File: src/rtl/curl_host_seq_if.sv
// curl_host_seq_if: stream-in, Curl hash handshake and stream-out signals of
// the Curl host sequencer, bundled so the sequencer and its environment share
// one definition. The master modport is the sequencer side.
interface curl_host_seq_if #(
  parameter int HASH_LENGTH = 486,
  parameter int WORD_W      = 54
);
  logic [WORD_W-1:0]        s_data;
  logic                     s_valid;
  logic                     s_ready;
  logic [HASH_LENGTH-1:0]   curl_in_hash;
  logic                     curl_first_part_hash;
  logic                     curl_second_part_hash;
  logic                     curl_transform_finish;
  logic [2*HASH_LENGTH-1:0] curl_out_hash;
  logic [WORD_W-1:0]        m_data;
  logic                     m_valid;
  logic                     m_ready;
  logic                     busy;
  logic                     err;

  modport master (
    input  s_data, s_valid,
    output s_ready,
    output curl_in_hash, curl_first_part_hash, curl_second_part_hash,
    input  curl_transform_finish, curl_out_hash,
    output m_data, m_valid,
    input  m_ready,
    output busy, err
  );

  modport slave (
    output s_data, s_valid,
    input  s_ready,
    input  curl_in_hash, curl_first_part_hash, curl_second_part_hash,
    output curl_transform_finish, curl_out_hash,
    input  m_data, m_valid,
    output m_ready,
    input  busy, err
  );
endinterface

File: src/rtl/curl_host_seq.sv
// curl_host_seq: initiator end of the Curl hash interface. Packs WORD_W-bit
// input words into two HASH_LENGTH-bit hash parts, strobes them into the Curl
// unit, waits for the finish pulse, then streams the 2*HASH_LENGTH-bit result
// back out one WORD_W-bit word at a time.
// Optional feature: define CURL_SEQ_TIMEOUT_EN to build the WAIT watchdog that
// sets the sticky err flag and drops the message after TIMEOUT_CYCLES cycles.
module curl_host_seq #(
  parameter int HASH_LENGTH    = 486,
  parameter int WORD_W         = 54,
  parameter int TIMEOUT_CYCLES = 1024
) (
  input  logic            clk,
  input  logic            arst,
  curl_host_seq_if.master bus
);

  localparam int N     = HASH_LENGTH / WORD_W;
  localparam int CNT_W = $clog2(2 * N);
  localparam logic [CNT_W-1:0] LAST_IN  = CNT_W'(N - 1);
  localparam logic [CNT_W-1:0] LAST_OUT = CNT_W'(2 * N - 1);

  if (HASH_LENGTH % WORD_W != 0) begin : g_bad_word_w
    $error("curl_host_seq: HASH_LENGTH must be a multiple of WORD_W");
  end
  if (TIMEOUT_CYCLES < 1) begin : g_bad_timeout
    $error("curl_host_seq: TIMEOUT_CYCLES must be at least 1");
  end

  typedef enum logic [2:0] {
    ST_FILL1,
    ST_LOAD1,
    ST_FILL2,
    ST_LOAD2,
    ST_WAIT,
    ST_DRAIN
  } state_t;

  state_t                   state;
  logic [CNT_W-1:0]         word_cnt;
  logic [CNT_W-1:0]         cnt_nxt;
  logic [HASH_LENGTH-1:0]   asm_q;
  logic [2*HASH_LENGTH-1:0] result_q;
  logic                     first_q;
  logic                     second_q;
  logic                     m_valid_q;
  logic [WORD_W-1:0]        m_data_q;
  logic                     busy_q;
  logic                     s_fire;
  logic                     capture;
  logic                     expire;

  assign bus.s_ready = (state == ST_FILL1) || (state == ST_FILL2);
  assign s_fire      = bus.s_ready && bus.s_valid;
  assign capture     = (state == ST_WAIT) && bus.curl_transform_finish;
  assign cnt_nxt     = word_cnt + 1'b1;

`ifdef CURL_SEQ_TIMEOUT_EN
  localparam int TO_W = $clog2(TIMEOUT_CYCLES + 1);
  logic [TO_W-1:0] to_cnt;
  logic            err_q;

  // A finish pulse on the limit cycle takes priority over the timeout.
  assign expire = (state == ST_WAIT) && !bus.curl_transform_finish &&
                  (to_cnt == TO_W'(TIMEOUT_CYCLES - 1));

  // Watchdog: count WAIT cycles, latch err when the limit passes unanswered.
  always_ff @(posedge clk or posedge arst) begin
    if (arst) begin
      to_cnt <= '0;
      err_q  <= 1'b0;
    end else begin
      if (state != ST_WAIT) begin
        to_cnt <= '0;
      end else begin
        to_cnt <= to_cnt + 1'b1;
      end
      if (expire) begin
        err_q <= 1'b1;
      end
    end
  end

  assign bus.err = err_q;
`else
  assign expire  = 1'b0;
  assign bus.err = 1'b0;
`endif

  // Sequencer FSM with registered strobes, busy and result-stream outputs.
  always_ff @(posedge clk or posedge arst) begin
    if (arst) begin
      state     <= ST_FILL1;
      word_cnt  <= '0;
      first_q   <= 1'b0;
      second_q  <= 1'b0;
      m_valid_q <= 1'b0;
      m_data_q  <= '0;
      busy_q    <= 1'b0;
    end else begin
      first_q  <= 1'b0;
      second_q <= 1'b0;
      case (state)
        ST_FILL1: begin
          if (s_fire) begin
            if (word_cnt == LAST_IN) begin
              state    <= ST_LOAD1;
              word_cnt <= '0;
              first_q  <= 1'b1;
              busy_q   <= 1'b1;
            end else begin
              word_cnt <= cnt_nxt;
            end
          end
        end
        ST_LOAD1: begin
          state <= ST_FILL2;
        end
        ST_FILL2: begin
          if (s_fire) begin
            if (word_cnt == LAST_IN) begin
              state    <= ST_LOAD2;
              word_cnt <= '0;
              second_q <= 1'b1;
            end else begin
              word_cnt <= cnt_nxt;
            end
          end
        end
        ST_LOAD2: begin
          state <= ST_WAIT;
        end
        ST_WAIT: begin
          if (bus.curl_transform_finish) begin
            state     <= ST_DRAIN;
            m_valid_q <= 1'b1;
            m_data_q  <= bus.curl_out_hash[WORD_W-1:0];
          end else if (expire) begin
            state  <= ST_FILL1;
            busy_q <= 1'b0;
          end
        end
        ST_DRAIN: begin
          if (bus.m_ready) begin
            if (word_cnt == LAST_OUT) begin
              state     <= ST_FILL1;
              word_cnt  <= '0;
              m_valid_q <= 1'b0;
              busy_q    <= 1'b0;
            end else begin
              word_cnt <= cnt_nxt;
              m_data_q <= result_q[cnt_nxt*WORD_W +: WORD_W];
            end
          end
        end
        default: begin
          state    <= ST_FILL1;
          word_cnt <= '0;
        end
      endcase
    end
  end

  // Assembly register: each accepted word lands in its slot, word 0 at the LSBs.
  always_ff @(posedge clk or posedge arst) begin
    if (arst) begin
      asm_q <= '0;
    end else if (s_fire) begin
      asm_q[word_cnt*WORD_W +: WORD_W] <= bus.s_data;
    end
  end

  // Result register: captures the transform output on the finish pulse in WAIT.
  always_ff @(posedge clk or posedge arst) begin
    if (arst) begin
      result_q <= '0;
    end else if (capture) begin
      result_q <= bus.curl_out_hash;
    end
  end

  assign bus.curl_in_hash          = asm_q;
  assign bus.curl_first_part_hash  = first_q;
  assign bus.curl_second_part_hash = second_q;
  assign bus.m_valid               = m_valid_q;
  assign bus.m_data                = m_data_q;
  assign bus.busy                  = busy_q;

endmodule

File: src/flat_wrapper.sv
// flat-port wrapper written by rule: the top's interface ports become plain ports
module curl_host_seq_flat 
#(
  parameter int HASH_LENGTH    = 486,
  parameter int WORD_W         = 54,
  parameter int TIMEOUT_CYCLES = 1024
)
  (clk, arst, bus_s_data, bus_s_valid, bus_s_ready, bus_curl_in_hash, bus_curl_first_part_hash, bus_curl_second_part_hash, bus_curl_transform_finish, bus_curl_out_hash, bus_m_data, bus_m_valid, bus_m_ready, bus_busy, bus_err);
  curl_host_seq_if #(.HASH_LENGTH(HASH_LENGTH), .WORD_W(WORD_W)) bus_i ();
  input  logic clk;
  input  logic arst;
  input wire logic [$bits(bus_i.s_data)-1:0] bus_s_data;
  input wire logic [$bits(bus_i.s_valid)-1:0] bus_s_valid;
  output wire logic [$bits(bus_i.s_ready)-1:0] bus_s_ready;
  output wire logic [$bits(bus_i.curl_in_hash)-1:0] bus_curl_in_hash;
  output wire logic [$bits(bus_i.curl_first_part_hash)-1:0] bus_curl_first_part_hash;
  output wire logic [$bits(bus_i.curl_second_part_hash)-1:0] bus_curl_second_part_hash;
  input wire logic [$bits(bus_i.curl_transform_finish)-1:0] bus_curl_transform_finish;
  input wire logic [$bits(bus_i.curl_out_hash)-1:0] bus_curl_out_hash;
  output wire logic [$bits(bus_i.m_data)-1:0] bus_m_data;
  output wire logic [$bits(bus_i.m_valid)-1:0] bus_m_valid;
  input wire logic [$bits(bus_i.m_ready)-1:0] bus_m_ready;
  output wire logic [$bits(bus_i.busy)-1:0] bus_busy;
  output wire logic [$bits(bus_i.err)-1:0] bus_err;
  assign bus_i.s_data = bus_s_data;
  assign bus_i.s_valid = bus_s_valid;
  assign bus_s_ready = bus_i.s_ready;
  assign bus_curl_in_hash = bus_i.curl_in_hash;
  assign bus_curl_first_part_hash = bus_i.curl_first_part_hash;
  assign bus_curl_second_part_hash = bus_i.curl_second_part_hash;
  assign bus_i.curl_transform_finish = bus_curl_transform_finish;
  assign bus_i.curl_out_hash = bus_curl_out_hash;
  assign bus_m_data = bus_i.m_data;
  assign bus_m_valid = bus_i.m_valid;
  assign bus_i.m_ready = bus_m_ready;
  assign bus_busy = bus_i.busy;
  assign bus_err = bus_i.err;
  curl_host_seq #(.HASH_LENGTH(HASH_LENGTH), .WORD_W(WORD_W), .TIMEOUT_CYCLES(TIMEOUT_CYCLES)) u_core (.clk(clk), .arst(arst), .bus(bus_i));
endmodule
File: config.mk
export PLATFORM = sky130hd
export DESIGN_NAME = curl_host_seq_flat
export DESIGN_NICKNAME = d
export VERILOG_FILES = /design/src/rtl/curl_host_seq_if.sv /design/src/rtl/curl_host_seq.sv /design/src/flat_wrapper.sv
export SDC_FILE = /design/constraint.sdc
export NUM_CORES = 2
export LEC_CHECK = 0
export BUFFER_PORTS_ARGS = -buffer_cell sky130_fd_sc_hd__buf_2
export CAP_MARGIN = 30
export CELL_PAD_IN_SITES_DETAIL_PLACEMENT = 1
export CELL_PAD_IN_SITES_GLOBAL_PLACEMENT = 1
export CORE_AREA = 5 5 603 605
export CTS_CLUSTER_SIZE = 24
export DETAILED_ROUTE_END_ITERATION = 8
export DIE_AREA = 0 0 608 610
export GPL_TIMING_DRIVEN = 0
export MAX_ROUTING_LAYER = met4
export PLACE_DENSITY_LB_ADDON = 0.1
export SLEW_MARGIN = 10
export SYNTH_ARGS = -nofsm -noshare
export SYNTH_HDL_FRONTEND = slang
export SYNTH_SLANG_ARGS = --single-unit
export TNS_END_PERCENT = 5
File: constraint.sdc
create_clock -name clk -period 68.7 [get_ports clk]
set_input_delay 6.87 -clock clk [delete_from_list [all_inputs] [get_ports clk]]
set_output_delay 6.87 -clock clk [all_outputs]
set_load 0.01 [all_outputs]
==> out/summary.txt <==
SETUP PATH
--------------------------------------------------------------------------------
CP required .......................................................     69550 ps
Crit end category .................................................    flip-flop
Worst-path fanout max .............................................           11
Arrival time of data at the critical path endpoint ................     12410 ps
Class of the most critical setup path .............................   reg -> reg
Highest-delay cell along the critical path ........................      o21ai_1
Cells traversed along the worst timing path ....................... buf_2 -> clkbuf_1 -> buf_1 -> inv_2 -> ha_1 -> ha_1 -> fa_1 -> ha_1 -> buf_6 -> xnor2_1 -> nand3_1 -> a221oi_4 -> nand3_1 -> ha_1 -> clkbuf_1 -> buf_1 -> clkbuf_1 -> buf_1 -> clkbuf_1 -> a32oi_1 -> o21ai_1 -> mux2_2
Dominant delay contributor by cell family on the critical path .... buffers and inverters
Kind of start point of the critical path ..........................    flip-flop
Crit path largest cell delay ......................................       930 ps
CP Buf/Inv Count ..................................................           10

YOSYS
--------------------------------------------------------------------------------
Syn Area/Cell .....................................................   13.3 sq um
Synth Net Count ...................................................         6628
Synthesized cell area ............................................. 0.0743 sq mm
Sequential fraction of the synthesis area .........................        0.513
Asr flop ratio synth ..............................................         1.00
Number of synthesized flops with an enable pin ....................            0
Dominant cell type by area after synthesis ........................      dfrtp_1
Commonest register cell after synthesis ...........................      dfrtp_1
Cell count after synthesis ........................................         5568
Biggest area contributors in the synthesized netlist .............. dfrtp_1, mux2_2, mux4_2
Register bit count reported by yosys ..............................         1524
Distinct cells, synth .............................................           90
Area share of the leading cell type in the synthesized netlist ....        0.513
Synthesis Warnings ................................................            0

ROUTE
--------------------------------------------------------------------------------
Antenna Violating Nets Remaining ..................................            0
Initial drt markers ...............................................         4419
Number of iterations in the first detailed-routing pass ...........            7
Vias post-DR ......................................................        61529
Total Routed Length ...............................................       508 mm
DR DRC count ......................................................            0
Average vias per placed instance ..................................         4.85
Post-detailed-route wirelength per cell ...........................      40.1 um

CTS
--------------------------------------------------------------------------------
Clk Latency, worst-skew pair ......................................       940 ps
Maximum clock path buffer count ...................................            4
Clock tree from TritonCTS .........................................          yes
Total number of H-tree levels .....................................            4
Clock-pin transition on the worst setup and hold timing paths .....        50 ps
Number of sinks driven by the clock tree ..........................         1524
Number of buffers added by the clock tree synthesis step ..........          200
CTS Root Cell .....................................................    clkbuf_16
Count of instances resized after the clock tree is built ..........            0
Number of post-CTS setup repair buffers ...........................            0
Hold bufs inserted after CTS ......................................            0

GRT
--------------------------------------------------------------------------------
Number of antenna violations at the first check in global routing .          527
Global-route total usage across every layer .......................        0.272
Vias in the first global route ....................................        64724
Largest net degree at the start of global routing .................          107
Overflow left after global routing ................................            0
Wire length of the first global-routing pass ......................       659 mm

STA
--------------------------------------------------------------------------------
Final period demand of the worst path .............................     11560 ps
Worst slew margin relative to its limit ...........................       0.0263
RSZ-0062 raised after global routing ..............................        false
Worst hold slack after final layout ...............................       479 ps
Final Max Tran Viols ..............................................            0
Part of the cycle the worst path needs ............................        0.168
Slew @ Worst Pin ..................................................      1460 ps
Layout Skew .......................................................       108 ps
Maximum clock frequency ...........................................   0.0865 GHz
Total count of hold-check failures in the final report ............            0
Total setup violations reported at the end of the flow ............            0

FINISH
--------------------------------------------------------------------------------
Nets@finish .......................................................         8545
Combined area of the multi-input logic cells ...................... 0.0347 sq mm
FF/Latch Area ..................................................... 0.0381 sq mm
Most common cell after layout, fill and taps aside ................        buf_2
Final core area utilization .......................................        0.273
Number of filler cells placed in the layout .......................        39467
Most used cells in the layout excluding fill and tap cells ........ buf_2, dfrtp_1, mux2_2
Layout-stage area growth over the synthesis result ................        31.4%
Fraction of final layout cells sized beyond drive strength 1 ......        0.524

MIN PATH
--------------------------------------------------------------------------------
Type of the worst min-delay path ..................................   reg -> reg

PLACEMENT
--------------------------------------------------------------------------------
Gp weighted congestion ............................................        0.965
Detailed-placement wirelength estimate ............................       426 mm
Number of buffers added on ports ..................................         1575

RUN
--------------------------------------------------------------------------------
Maximum Capacitance Violations ....................................            0

DIE
--------------------------------------------------------------------------------
Die outline height ................................................       610 um
Core area .........................................................  0.358 sq mm
Die Outline Area ..................................................  0.371 sq mm
FP Rows ...........................................................          220
Floorplan die width ...............................................       608 um
Starting density of the core ......................................        0.208
IO Pins ...........................................................         1577

OUTCOME
--------------------------------------------------------------------------------
Outcome ...........................................................    completed

-- final timing paths --
check	from	to	slack, ps	cells past startpoint
max	u_core.word_cnt[0]	u_core.bus.curl_in_hash[471]	57140	22
min	u_core.bus.curl_in_hash[1]	u_core.bus.curl_in_hash[1]	480	1
max reg2reg	u_core.word_cnt[0]	u_core.bus.curl_in_hash[471]	57140	22
min reg2reg	u_core.bus.curl_in_hash[1]	u_core.bus.curl_in_hash[1]	480	1
max in group asynchronous	arst	u_core.result_q[548]	59990	6
min in group asynchronous	arst	u_core.bus.curl_in_hash[185]	6020	2
-- final cells by class --
class | count | area share
Sequential cell | 1524 | 0.391
Multi-Input combinational cell | 3630 | 0.355
Timing Repair Buffer | 1715 | 0.101
Tap cell | 4773 | 0.0612
Clock buffer | 297 | 0.0598
Buffer | 395 | 0.0169
Clock inverter | 61 | 0.00737
Antenna cell | 264 | 0.00677
Inverter | 19 | 0.000808
-- layer usage --
| metal | wire [um] | GRT usage | vias up |
|---|---|---|---|
| met5 | 0 | - | - |
| met4 | 25300 | 0.104 | 0 |
| met3 | 33700 | 0.0660 | 1117 |
| met2 | 256000 | 0.473 | 2613 |
| met1 | 193000 | 0.302 | 32635 |
| li1 | - | - | 25164 |
-- metrics by stage --
| step | TNS, ps | instances | setup WS, ps | instance area [sq um] |
|---|---|---|---|---|
| 2_1_floorplan | 0 | 5568 | 18840 | 74300 |
| 3_3_place_gp | -5929860 | 11916 | -4550 | 88200 |
| 3_5_place_dp | 0 | 12047 | 57230 | 90300 |
| 4_1_cts | 0 | 12405 | 57170 | 96800 |
| 5_1_grt | 0 | 12646 | 56820 | 97500 |
| 6_report | 0 | 12678 | 57140 | 97600 |
-- flip-flops by register name (all words and copies together) (netlist names) --
register	flops
u_core.bus.curl_second_part_hash	1
u_core.word_cnt	5
u_core.bus.m_valid	1
u_core.bus.curl_first_part_hash	1
u_core.bus.m_data	54
u_core.bus.busy	1
u_core.state	3
u_core.bus.curl_in_hash	486
u_core.result_q	972
-- cells in the mapped netlist, types with 46 or more instances --
cell type,count
nor2_1,216
o21ai_0,229
clkbuf_1,297
mux4_2,310
a21oi_1,90
o22ai_1,171
nand3_1,90
buf_1,46
a221o_1,52
mux2_2,1494
dfrtp_1,1524
nand2_1,393
mux2i_1,73
-- kinds of logic (layout without fill, tap and decap cells) --
logic type,after synthesis,in the layout,share of synthesized area
adder cells (fa/ha/maj),29,29,0.00519
AND/OR/NAND/NOR,895,895,0.0538
buffers and inverters,414,2487,0.0221
flip-flops,1524,1524,0.513
AO/OA/AOI/OAI,802,802,0.0721
multiplexers,1885,1885,0.331
other,1,265,0.0000505
XOR/XNOR,18,18,0.00212
Power is not shown: default switching activity piles up to over one toggle a cycle in this logic, so the estimate is an artifact.
